$ cat src/rtl/logic_reduce_pkg.sv
// Shared types and elaboration helpers for the pipelined logic-reduction tree.
package logic_reduce_pkg;

  typedef enum logic [1:0] {
    OP_AND  = 2'b00,
    OP_NAND = 2'b01,
    OP_OR   = 2'b10,
    OP_NOR  = 2'b11
  } op_e;

  // Control that travels alongside each stage's data.
  typedef struct packed {
    logic valid;
    op_e  op;
  } stage_ctl_t;

  // Padding leaf value: neutral element of the pairwise operator (1 for AND, 0 for OR).
  function automatic logic identity(input op_e op);
    return (op == OP_AND) || (op == OP_NAND);
  endfunction

  function automatic int unsigned num_levels(input int unsigned n);
    return (n > 1) ? $clog2(n) : 0;
  endfunction

  // Terms per channel after lvl halvings (rounding up).
  function automatic int unsigned lvl_width(input int unsigned n, input int unsigned lvl);
    int unsigned w;
    w = n;
    for (int unsigned i = 0; i < lvl; i++) begin
      w = (w + 1) / 2;
    end
    return w;
  endfunction

  // Per-channel bit offset of level lvl inside the flattened tree vector.
  function automatic int unsigned lvl_offset(input int unsigned n, input int unsigned lvl);
    int unsigned off;
    off = 0;
    for (int unsigned i = 0; i < lvl; i++) begin
      off += lvl_width(n, i);
    end
    return off;
  endfunction

endpackage

$ cat src/rtl/logic_reduce_pipe_reduce_level.sv
// One combinational tree level: pairwise AND/OR per channel, odd tail padded with the identity.
module reduce_level
  import logic_reduce_pkg::*;
#(
  parameter int unsigned NUM_CH = 2,
  parameter int unsigned N_IN   = 4,
  parameter int unsigned N_OUT  = 2
) (
  input  op_e                      op,
  input  logic [NUM_CH*N_IN-1:0]   din,
  output logic [NUM_CH*N_OUT-1:0]  dout_c
);

  logic               pad_bit;
  logic [2*N_OUT-1:0] leaves;

  assign pad_bit = identity(op);

  always_comb begin
    dout_c = '0;
    leaves = '0;
    for (int unsigned c = 0; c < NUM_CH; c++) begin
      leaves = {(2*N_OUT){pad_bit}};
      for (int unsigned k = 0; k < N_IN; k++) begin
        leaves[k] = din[c*N_IN + k];
      end
      for (int unsigned j = 0; j < N_OUT; j++) begin
        dout_c[c*N_OUT + j] = op[1] ? (leaves[2*j] | leaves[2*j+1])
                                    : (leaves[2*j] & leaves[2*j+1]);
      end
    end
  end

endmodule

$ cat src/rtl/logic_reduce_pipe.sv
// Pipelined multi-channel AND/NAND/OR/NOR reducer with valid/ready flow control
// and a saturating count of delivered results.
module logic_reduce_pipe
  import logic_reduce_pkg::*;
#(
  parameter int unsigned NUM_IN = 4,
  parameter int unsigned NUM_CH = 2,
  parameter int unsigned CNT_W  = 16
) (
  input  logic                     clk,
  input  logic                     rst_n,
  input  logic                     in_valid,
  output logic                     in_ready,
  input  logic [1:0]               in_op,
  input  logic [NUM_CH*NUM_IN-1:0] in_data,
  output logic                     out_valid,
  input  logic                     out_ready,
  output logic [NUM_CH-1:0]        out_data,
  output logic [CNT_W-1:0]         out_cnt
);

  localparam int unsigned LEVELS   = num_levels(NUM_IN);
  localparam int unsigned TOT_W    = NUM_CH * lvl_offset(NUM_IN, LEVELS + 1);
  localparam int unsigned LAST_LSB = NUM_CH * lvl_offset(NUM_IN, LEVELS);

  logic                    stall_c;
  logic                    adv_c;
  logic [TOT_W-1:0]        lvl_d;
  logic [TOT_W-1:0]        lvl_q;
  stage_ctl_t [LEVELS:0]   ctl_d;
  stage_ctl_t [LEVELS:0]   ctl_q;
  logic [NUM_CH-1:0]       final_c;

  // A held result freezes the whole pipe; bubbles still advance otherwise.
  assign stall_c  = out_valid & ~out_ready;
  assign adv_c    = ~stall_c;
  assign in_ready = adv_c;

  // Level 0 simply captures the incoming beat.
  assign lvl_d[NUM_CH*NUM_IN-1:0] = in_data;
  assign ctl_d[0].valid           = in_valid;
  assign ctl_d[0].op              = op_e'(in_op);

  for (genvar l = 1; l <= LEVELS; l++) begin : g_lvl
    localparam int unsigned W_IN   = lvl_width(NUM_IN, l - 1);
    localparam int unsigned W_OUT  = lvl_width(NUM_IN, l);
    localparam int unsigned LSB_IN = NUM_CH * lvl_offset(NUM_IN, l - 1);
    localparam int unsigned LSB_OUT = NUM_CH * lvl_offset(NUM_IN, l);

    reduce_level #(
      .NUM_CH (NUM_CH),
      .N_IN   (W_IN),
      .N_OUT  (W_OUT)
    ) u_level (
      .op     (ctl_q[l-1].op),
      .din    (lvl_q[LSB_IN +: NUM_CH*W_IN]),
      .dout_c (lvl_d[LSB_OUT +: NUM_CH*W_OUT])
    );

    assign ctl_d[l] = ctl_q[l-1];
  end

  // Data and control for every tree level share one enable.
  always_ff @(posedge clk or negedge rst_n) begin : p_pipe
    if (!rst_n) begin
      lvl_q <= '0;
      ctl_q <= '0;
    end else if (adv_c) begin
      lvl_q <= lvl_d;
      ctl_q <= ctl_d;
    end
  end

  assign final_c = lvl_q[LAST_LSB +: NUM_CH];

  // Output stage applies the NAND/NOR inversion; data only moves with a valid beat.
  always_ff @(posedge clk or negedge rst_n) begin : p_out
    if (!rst_n) begin
      out_valid <= 1'b0;
      out_data  <= '0;
    end else if (adv_c) begin
      out_valid <= ctl_q[LEVELS].valid;
      if (ctl_q[LEVELS].valid) begin
        out_data <= final_c ^ {NUM_CH{ctl_q[LEVELS].op[0]}};
      end
    end
  end

  always_ff @(posedge clk or negedge rst_n) begin : p_cnt
    if (!rst_n) begin
      out_cnt <= '0;
    end else if (out_valid && out_ready && (out_cnt != {CNT_W{1'b1}})) begin
      out_cnt <= out_cnt + CNT_W'(1);
    end
  end

endmodule

$ cat config.mk
export PLATFORM = sky130hd
export DESIGN_NAME = logic_reduce_pipe
export DESIGN_NICKNAME = d
export VERILOG_FILES = /design/src/rtl/logic_reduce_pkg.sv /design/src/rtl/logic_reduce_pipe_reduce_level.sv /design/src/rtl/logic_reduce_pipe.sv
export SDC_FILE = /design/constraint.sdc
export NUM_CORES = 1
export LEC_CHECK = 0
export ABC_CLOCK_PERIOD_IN_PS = 1900
export CORE_MARGIN = 1
export CORE_UTILIZATION = 40
export CTS_CLUSTER_DIAMETER = 200
export CTS_CLUSTER_SIZE = 40
export DETAILED_ROUTE_END_ITERATION = 12
export GPL_TIMING_DRIVEN = 1
export PLACE_DENSITY = 0.75
export RECOVER_POWER = 50
export SETUP_SLACK_MARGIN = 0.15
export SLEW_MARGIN = 20
export SYNTH_ARGS = -nofsm -noshare
export SYNTH_HDL_FRONTEND = slang
export SYNTH_HIERARCHICAL = 1
export SYNTH_SLANG_ARGS = --single-unit
$ cat constraint.sdc
create_clock -name clk -period 1.9 [get_ports clk]
set_input_delay 0.285 -clock clk [delete_from_list [all_inputs] [get_ports clk]]
set_output_delay 0.285 -clock clk [all_outputs]
set_load 0.01 [all_outputs]
* Yosys cells after proc, flatten, opt, wreduce, memory -nomap -nowiden
Index checks and enable logic that the tools add are counted.
** Storage, ports and cells
- Bits in registers :: 41
- Output and inout port bits :: 20
** Cells by class
- Eq/ne operators :: 1
- Reductions and logical operators :: 3
- Mux-type cells :: 6
- $add $sub $neg :: 1
- Bitwise gates (word level) :: 16
** Operators by type and width (number)
- adder 16 x 1 -> 16 bit (second input constant) :: 1
- != test 16 bit (second input constant) :: 1
- AND 1 bit :: 7
- two-way mux 1 bit :: 6
- OR 1 bit :: 6
- logical AND 1 bit :: 2
- inverter 1 bit :: 2
- AND reduction 2 bit :: 1
- bitwise XOR 2 bit :: 1

* Depth between registers and ports, before layout
Gate-level depths: netlist (run 1).
- Depth after elaboration :: 4
- Depth in mapped cells :: 5
- Depth with buffers taken out :: 5

* Cells and area by module
Netlist (run 1), hierarchy kept.
** By module, submodules not included
- logic_reduce_pipe :: times used 1, area each 1735.4 um^2, cells each 173, seq. area each 1026.0 um^2
- reduce_level (g_lvl[1].u_level) :: times used 1, area each 45.0 um^2, cells each 4, seq. area each 0.0 um^2
- reduce_level (g_lvl[2].u_level) :: times used 1, area each 22.5 um^2, cells each 2, seq. area each 0.0 um^2

* Worst setup path after synthesis (run 1)
OpenSTA, ideal clock, no wires.
- Path kind :: register to register
- Start point :: reg out_cnt[3]
- End point :: reg out_cnt[15]
- Buffers on the path :: 0
- Arrival time :: 1640 ps
- Period minus slack after synthesis :: 1767 ps
- Stages on the path, launching flop included :: 5
- Setup time :: 128 ps
- Slack :: 133 ps
- Cell sequence :: dfrtp_1 -> nand4_4 -> or4_4 -> nor3_1 -> mux2_1
** Between the ends
- Longest elaborated chain between the ends :: 2
- Elaborated cells on any way between the ends :: 3
- Classes of those cells :: add/sub: 1; eq/ne: 1; reduce/logical: 1
** Ends and longest elaborated chain
- from (decl) :: RTL line logic_reduce_pipe.sv:19 : output logic [CNT_W-1:0] out_cnt
- from (signal assigned) :: RTL line logic_reduce_pipe.sv:93 : out_cnt <= out_cnt + CNT_W'(1);
- branches (longest 2 deep; another with adder 16 x 1 -> 16 bit)
Several ways; the timed one is not identified.
A chain may end at the register's enable or synchronous reset.

* Final worst setup path (run 1)
- Start point :: reg out_valid
- End point :: out in_ready
** Between the ends
- Longest elaborated chain between the ends :: 2
** Ends and longest elaborated chain
- from (decl) :: RTL line logic_reduce_pipe.sv:16 : output logic out_valid,
- from (signal assigned) :: RTL line logic_reduce_pipe.sv:82 : out_valid <= ctl_q[LEVELS].valid;
- AND 1 bit :: RTL line logic_reduce_pipe.sv:35 : assign stall_c = out_valid & ~out_ready;
- inverter 1 bit (no line)
- to (decl) :: RTL line logic_reduce_pipe.sv:13 : output logic in_ready,
No other way between the ends.

==> flow_summary_export.csv, run 1 <==
group,metric,value,unit
critical_path,path_class,"flop to output port",
placed_design,io_buffer_count,33,
placed_design,gp_congestion,0.773,
clock_network,clkTransAtPathRegs,0.07,ns
timing,period_share,90.7,%
cells_and_area,utilization,55.4,%
timing,fin_skew,0.00431,ns
logic_synthesis,synth_warnings,6,
clock_network,numCtsBuffers,5,
logic_synthesis,syn_inst,179,
timing,rsz0062_at_grt,"false",
logic_synthesis,ys_seq_elements,41,
global_route,grt_max_degree,28,
critical_path,worstPathCellList,"nor2b_1 > clkinv_1 > dlygate4sd2_1",
clock_network,cts_max_level,2,
timing,whs,0.403,ns
cells_and_area,diodes,0,
floorplanning,fp.dieW,69.1,µm
floorplanning,ios,34,
floorplanning,start_util,41.4,%
critical_path,reg2reg_to,"out_cnt[13]",
clock_network,cts-root-buf,"clkbuf_8",
logic_synthesis,syn_avg_cell_area,10.1,µm²
detailed_routing,via_per_inst,4.93,
power,leakage,1.13,nW
critical_path,ff2ff_path_depth,5,
global_route,grt_pass1_wl,5780,µm
timing,fmax,580,MHz
critical_path,crit_start,"out_valid",
critical_path,critPathLaunchType,"flop",
hold_path,hold_start,"out_ready",
critical_path,r2r_slack,0.23,ns
clock_network,clockBufferDepth,2,
clock_network,clk_latency,0.29,ns
cells_and_area,nets,247,
global_route,antenna_found_initial,0,
logic_synthesis,synth_area_leaders,"dfrtp_1 (57%), nand2_1 (15%), maj3_2 (3.7%), xnor2_1 (3.4%), xor2_1 (3.4%)",
detailed_routing,drc,0,
logic_synthesis,yosysTopAreaCellShare,56.9,%
floorplanning,dieArea,4780,µm²
hold_path,hold_class,"primary input to flop",
global_route,grt_use_total,15.2,%
critical_path,crit_path_end_kind,"output port",
logic_synthesis,synth-seq-area-share,56.9,%
detailed_routing,vias,1405,
cells_and_area,syn2layout_area_growth,33.9,%
floorplanning,core,4350,µm²
timing,worst_pin_slew,0.522,ns
critical_path,crit_required,1.62,ns
detailed_routing,drt_iter0_markers,69,
global_route,overflow,0,
detailed_routing,firstDrtPassIters,4,
detailed_routing,wl_per_cell,12.0,µm
critical_path,crit-reg2reg-launch,"out_cnt[4]",
hold_path,min_path_cells,3,
critical_path,cp_slowest_cell,"dfrtp_1",
floorplanning,die_y,69.1,µm
clock_network,cts_tree,"done",
timing,slew_headroom,65.2,%
power,ir_worst_vdd,620,µV
logic_synthesis,synthesis.nets,194,
timing,fin_crit,1.72,ns
floorplanning,fp-row-count,24,
critical_path,crit_family,"buffers and inverters",
timing,hold_viol,0,
run_status,outcome,"finished clean",
critical_path,critical_path_buf_inv_count,2,
logic_synthesis,synth_top_area_cell,"dfrtp_1",
hold_path,hold_end,"out_cnt[2]",
clock_network,cts.sinks,41,
detailed_routing,wl,3420,µm
critical_path,arrival,1.44,ns
job,drv_cap,0,
logic_synthesis,synth_area,1800,µm²
critical_path,cp_max_fo,4,
power,powerDensity,1220,nW/µm²
timing,setup_violations,0,
logic_synthesis,yosysUniqueCellTypes,29,
global_route,grt_pass1_vias,1305,
cells_and_area,drive_above_1_share,17.6,%
power,finalPower,2.94,mW
detailed_routing,ant_nets,0,
timing,drv_slew,0,
placed_design,hpwl,2400,µm
critical_path,slowest_delay,0.41,ns
## cell usage in the layout (no fill, tap or decap), drive strengths merged, types with 2 or more instances in the layout
cell type	netlist	layout
xnor2	7	7
clkdlybuf4s50	0	30
mux2	2	2
nor2	2	2
nand3	5	5
buf	0	14
o31ai	2	2
nand2	73	73
maj3	6	6
inv	2	2
a31oi	4	4
clkbuf	4	11
nor4	4	4
dfrtp	41	41
nand4	4	4
a21oi	2	2
xor2	7	7
nor3	4	4
## final cells by class
| class | count | area [µm²] |
|---|---|---|
| Multi-Input combinational cell | 131 | 781 |
| Fill cell | 402 | 1940 |
| Inverter | 3 | 11.3 |
| Sequential cell | 41 | 1030 |
| Tap cell | 52 | 65.1 |
| Timing Repair Buffer | 50 | 447 |
| Clock buffer | 8 | 80.1 |
## worst min-delay path: cells and delay by family
family / cells / cell delay, ns
buffers and inverters: 1 / 0.15
AO/OA/AOI/OAI: 2 / 0.22
## where the power goes
group          switching (mW)  internal, mW  leakage, nW
logic                   0.481         0.549        0.582
clock network           0.277         0.261       0.0395
registers               0.226          1.15        0.505
total                   0.983          1.96         1.13
## worst max path at each step
stage	end	depth (start not counted)	slack, ns
after floorplan	out_cnt[15]	4	0.16
after global placement	out_cnt[15]	5	-0.12
after global routing	in_ready	3	0.10
final	in_ready	3	0.18
after detailed placement	out_cnt[15]	5	-0.16
after CTS	out_cnt[4]	6	0.15
## state kept, by name, indices dropped and copies added, names as in the netlist
signal / count
out_cnt: 16
lvl_q: 14
ctl_d: 6
ctl_q: 2
out_data: 2
out_valid: 1
## through the flow
step | instance area (µm²) | instances | TNS (ns) | worst slack (ns)
floorplan | 1810 | 179 | 0 | 0.162
global placement | 2250 | 269 | -0.457 | -0.123
detailed placement | 2250 | 269 | -0.501 | -0.159
CTS | 2350 | 278 | 0 | 0.150
global route | 2410 | 285 | 0 | 0.104
finish | 2410 | 285 | 0 | 0.176
## synthesized netlist by cell type
cell type,number
a31oi_1,4
inv_1,2
o31ai_1,2
nand3_1,5
mux2_2,1
nand2b_1,1
maj3_2,6
clkbuf_1,4
a21oi_1,2
xor2_1,7
nor4_4,1
nor4b_1,1
nand4_4,1
nand4_1,3
nor4_1,3
or2_2,1
a211oi_2,1
nor3_1,4
nand4b_1,1
ha_1,1
or4_4,1
xnor2_1,7
and4_1,1
dfrtp_1,41
nor2b_1,1
clkinv_1,1
mux2_1,1
nor2_1,2
nand2_1,73
## kinds of logic (layout without fill, tap and decap cells)
kind of cell / count (synthesis) / count (layout) / share of synthesized area, %
simple gates: 99 / 99 / 25.7
compound gates: 9 / 9 / 3.47
flops: 41 / 41 / 56.9
mux: 2 / 2 / 1.25
xor+xnor: 14 / 14 / 6.80
fa+ha+maj: 7 / 7 / 4.44
buf+inv: 7 / 61 / 1.46
## routing by layer
layer | vias up | routed length, µm | track usage, %
li1 | 699 | - | -
met1 | 664 | 1470 | 18.7
met2 | 37 | 1770 | 25.5
met3 | 5 | 152 | 4.24
met4 | 0 | 34 | 5.44
met5 | - | 0 | 0
## repair_timing
action | 4_1_cts | 5_1_grt
hold endpoints to repair | 23 | 0
pin swaps | 0 | 1
gates resized for setup | 5 | 5
setup endpoints to repair | 3 | 12
buffers inserted | 0 | 7
hold buffers | 1 | 0
Power figures use the tool's default switching activity.
==> inputs of run 2 (changes only) <==
--- a/config.mk
+++ b/config.mk
@@ -6,6 +6,7 @@
 export NUM_CORES = 1
 export LEC_CHECK = 0
 export ABC_CLOCK_PERIOD_IN_PS = 1900
+export CAP_MARGIN = 5
 export CORE_MARGIN = 1
 export CORE_UTILIZATION = 40
 export CTS_CLUSTER_DIAMETER = 200
==> results of run 2 <==
The final DEF is identical to that of run 1; final timing and power are the same.
